### src/rtl/serial_sub_ctrl.sv
// Bit-serial subtractor controller: one full-subtractor stage reused LSB-first over WIDTH cycles.
// Optional registered zero flag on the result when SUB_ZERO_FLAG_EN is defined.
module serial_sub_ctrl #(
    parameter int WIDTH = 8
) (
    input  logic             clk,
    input  logic             rst_n,
    input  logic             start,
    input  logic [WIDTH-1:0] a,
    input  logic [WIDTH-1:0] b,
    input  logic             b_in,
    output logic             busy,
    output logic             done,
    output logic [WIDTH-1:0] diff,
    output logic             borrow
`ifdef SUB_ZERO_FLAG_EN
    ,
    output logic             zero
`endif
);

    localparam int CW = (WIDTH > 1) ? $clog2(WIDTH) : 1;
    localparam logic [CW-1:0] LAST = CW'(WIDTH - 1);

    typedef enum logic [1:0] {IDLE, RUN, DONE} state_t;

    state_t           state;
    logic [WIDTH-1:0] a_sh;
    logic [WIDTH-1:0] b_sh;
    logic [WIDTH-1:0] work;
    logic             bf;
    logic [CW-1:0]    cnt;

    logic             d_bit;
    logic             next_bf;
    logic [WIDTH-1:0] next_work;

    // NOTE: every signal driven here gets a value on every path, so no latch is inferred.
    always_comb begin
        d_bit     = a_sh[0] ^ b_sh[0] ^ bf;
        next_bf   = (~a_sh[0] & b_sh[0]) | (~(a_sh[0] ^ b_sh[0]) & bf);
        next_work = {d_bit, work[WIDTH-1:1]};
    end

    // NOTE: state uses non-blocking assignments so all flops update from pre-edge values.
    always_ff @(posedge clk or negedge rst_n) begin
        if (!rst_n) begin
            state  <= IDLE;
            a_sh   <= '0;
            b_sh   <= '0;
            work   <= '0;
            bf     <= 1'b0;
            cnt    <= '0;
            busy   <= 1'b0;
            done   <= 1'b0;
            diff   <= '0;
            borrow <= 1'b0;
`ifdef SUB_ZERO_FLAG_EN
            zero   <= 1'b0;
`endif
        end else begin
            done <= 1'b0;
            case (state)
                IDLE, DONE: begin
                    if (start) begin
                        a_sh  <= a;
                        b_sh  <= b;
                        bf    <= b_in;
                        cnt   <= '0;
                        busy  <= 1'b1;
                        state <= RUN;
                    end else begin
                        busy  <= 1'b0;
                        state <= IDLE;
                    end
                end
                RUN: begin
                    work <= next_work;
                    a_sh <= {1'b0, a_sh[WIDTH-1:1]};
                    b_sh <= {1'b0, b_sh[WIDTH-1:1]};
                    bf   <= next_bf;
                    cnt  <= cnt + CW'(1);
                    if (cnt == LAST) begin
                        // Result registers move only here, so they hold through IDLE and RUN.
                        diff   <= next_work;
                        borrow <= next_bf;
`ifdef SUB_ZERO_FLAG_EN
                        zero   <= (next_work == '0);
`endif
                        done   <= 1'b1;
                        busy   <= 1'b0;
                        state  <= DONE;
                    end
                end
                default: begin
                    busy  <= 1'b0;
                    state <= IDLE;
                end
            endcase
        end
    end

endmodule

### config.mk
export PLATFORM = sky130hd
export DESIGN_NAME = serial_sub_ctrl
export DESIGN_NICKNAME = d
export VERILOG_FILES = /design/src/rtl/serial_sub_ctrl.sv
export SDC_FILE = /design/constraint.sdc
export NUM_CORES = 1
export LEC_CHECK = 0
export BUFFER_PORTS_ARGS = -buffer_cell sky130_fd_sc_hd__buf_2
export CAP_MARGIN = 40
export CORE_AREA = 5 5 75 77
export DETAILED_ROUTE_END_ITERATION = 7
export DIE_AREA = 0 0 80 82
export PLACE_DENSITY = 0.6
export SKIP_CTS_REPAIR_TIMING = 1
export SLEW_MARGIN = 5
export SYNTH_ARGS = -nofsm -noshare
export SYNTH_HDL_FRONTEND = slang
export SYNTH_SLANG_ARGS = --single-unit
### constraint.sdc
create_clock -name clk -period 1.64 [get_ports clk]
set_clock_uncertainty 0.2 [all_clocks]
set_input_delay 0.164 -clock clk [delete_from_list [all_inputs] [get_ports clk]]
set_output_delay 0.164 -clock clk [all_outputs]
set_load 0.005 [all_outputs]
==> out/metrics.cfg <==
[run_status]
status=complete, but fails checks
violations=negative hold slack

[synthesis]
ys_types=25
syn-num-nets=188
ys_top_cells_by_area=dfrtp_1 54%, mux2i_1 6.5%, mux2_4 4.8%, nand2_1 4.6%, a211oi_1 4.4%
seq_area_frac_synth_pct=53.8
syn-instance-count=165
syn_avg_cell_area_um2=11.3
yosysTopAreaCell=dfrtp_1
ys_warn_count=0
synth_top_cell_area_share_pct=53.8
netlist_area_um2=1860
ys_ff_latch=40

[sta]
max_clock_freq_ghz=0.637
finalSetupViolCount=0
hold_violations=4
drv_slew=0
max-slew-margin-rel_pct=66.2
worst_slack_ns=0.0702
worst_pin_slew_ns=0.507
whs_ns=-0.0455
rsz0062_at_grt=false
post-route-min-period_ns=1.57
period_share_pct=95.7

[grt]
grt_pass1_vias=1355
grtUsageTotal_pct=11.9
grt_first_pass_wirelength_um=6180
grt_overflow=0
antenna_found_initial=0
grt_max_degree=41

[job]
maxCapViolations=0

[setup_path]
crit_required_ns=1.63
cp-start-kind=register
crit_path_end_kind=register
critPathKind=reg -> reg
cp.arrival_ns=1.56
path_depth=4
cp_top_family=flip-flops
cp_max_fo=3
path_cells=ha_2, ha_4, mux2_2, a22o_1
cp.buffers_inverters=0
ff2ff_path_depth=4
cpMaxStageDelayCell=dfrtp_1
crit_path_max_incr_delay_ns=0.40

[layout]
nets=240
drive_gt1_share_pct=29.5
areaGrowthSynthToFinish_pct=29.4
nFillCells=484
final_cell_mix=40 x dfrtp_1, 30 x buf_2, 23 x nand2_1, 14 x dlygate4sd3_1
diodes=0
final_common_cell=dfrtp_1

[floorplan]
fp.dieW_um=80
rows=26
die_h_um=82
die_area_um2=6560
start_util_pct=37.7
io_pins=31
core_area_um2=4940

[placed_design]
hpwlAfterDp_um=2460
gp_routability_congestion=0.715
pre_cts_ws_ns=-0.0126
port_buffers=30

[detailed_routing]
dr_total_vias=1355
ant_nets=0
vias_per_cell=4.72
first_pass_iters=3
drt_iter0_markers=42
wl_per_cell_um=12.7
post-route-drc-count=0
routed_wl_um=3650

[clock_network]
cts_tree=done
cts.clk_slew.worst_paths_ns=0.08
cts_num_sinks=40
h-tree-depth=2
clock_latency_ns=0.30
cts_made_buffers=5
cts_root_buf=clkbuf_8
cts_buffer_depth=2

[worst_hold_path]
hold_path_class=in -> reg
hold_depth=3

[power]
p_sw_w=0.00137
power_density_nw_per_um2=1760
seqPwrFrac_pct=41.8
power_frac_comb_pct=36.1
switching_share_pct=32.2
p_leak_nw=1.13
p_total_w=0.00425
vdd_drop_max_uv=860
p_int_w=0.00288
pwr-share-clk_pct=22.1

-- kinds of logic after synthesis --
kind of cell,after synthesis,share of synthesized area [%]
flops,40,53.8
buf+inv,15,4.44
simple gates,50,13.5
compound gates,34,11.6
fa+ha+maj,3,2.42
mux,23,14.3
-- power groups by stage --
stage / combinational [W] / sequential [W] / clock, W
6_report: 0.00153 / 0.00178 / 0.000941
2_1_floorplan: 0.00113 / 0.00170 / 0
3_5_place_dp: 0.00150 / 0.00178 / 0
3_3_place_gp: 0.00146 / 0.00177 / 0
4_1_cts: 0.00150 / 0.00177 / 0.000960
5_1_grt: 0.00176 / 0.00185 / 0.000991
-- worst min-delay path, cell delays in order --
cell and delay [ns]:
buf_2 0.08, a211oi_1 0.06, a21oi_1 0.10
-- area by class of cell --
cell class | instances | area [µm²] | share of cell area [%]
Clock inverter | 2 | 60.1 | 2.49
Timing Repair Buffer | 54 | 365 | 15.2
Clock buffer | 5 | 68.8 | 2.86
Tap cell | 70 | 87.6 | 3.64
Inverter | 5 | 18.8 | 0.779
Sequential cell | 40 | 1000 | 41.6
Multi-Input combinational cell | 111 | 807 | 33.5
-- stage by stage --
stage,hold slack (ns),cells,setup TNS (ns),instance area (µm²),util [%]
after floorplan,-0.332,165,0,1860,-
after global placement,0.0592,263,0,2100,42.4
after detailed placement,0.0638,263,-0.0210,2100,42.4
after CTS,-0.254,270,-0.0245,2230,45.0
after global routing,0.00266,287,0,2410,48.7
final,-0.0455,287,0,2410,48.7
-- per-layer routing --
layer | share of wire, % | global-route usage, %
met1 | 49 | 15.2
met4 | 0.79 | 3.55
met2 | 44 | 19.5
met5 | 0 | 0
met3 | 5.8 | 3.84
-- state kept, by name, summed over array words and instances (netlist names) --
register  count
cnt           3
work          7
diff          8
busy          1
done          1
borrow        1
b_sh          8
a_sh          8
state         2
bf            1
-- Yosys cell counts --
master,number
nand2_1,23
mux2i_1,12
nor2_1,4
inv_1,5
dfrtp_1,40
nand2b_1,2
a31o_2,1
ha_1,2
fa_1,1
buf_4,3
a22oi_1,1
o22ai_1,3
o21ai_0,5
and2b_1,1
a211oi_1,11
nor3_1,3
a22o_1,2
buf_6,1
mux2_2,5
buf_2,6
nand3_1,4
nand3b_4,1
a21oi_1,11
nor2b_1,12
mux2_4,6
-- worst paths after layout --
kind | startpoint | to | slack (ns)
hold / removal | a[6] | a_sh[6] | -0.05
hold reg to reg | borrow | borrow | 0.29
setup reg to reg | cnt[0] | cnt[2] | 0.07
max in group asynchronous | rst_n | b_sh[6] | 0.63
min in group asynchronous | rst_n | b_sh[2] | 0.26
setup / recovery | cnt[0] | cnt[2] | 0.07
No activity file was read; power rests on OpenSTA's default activity.
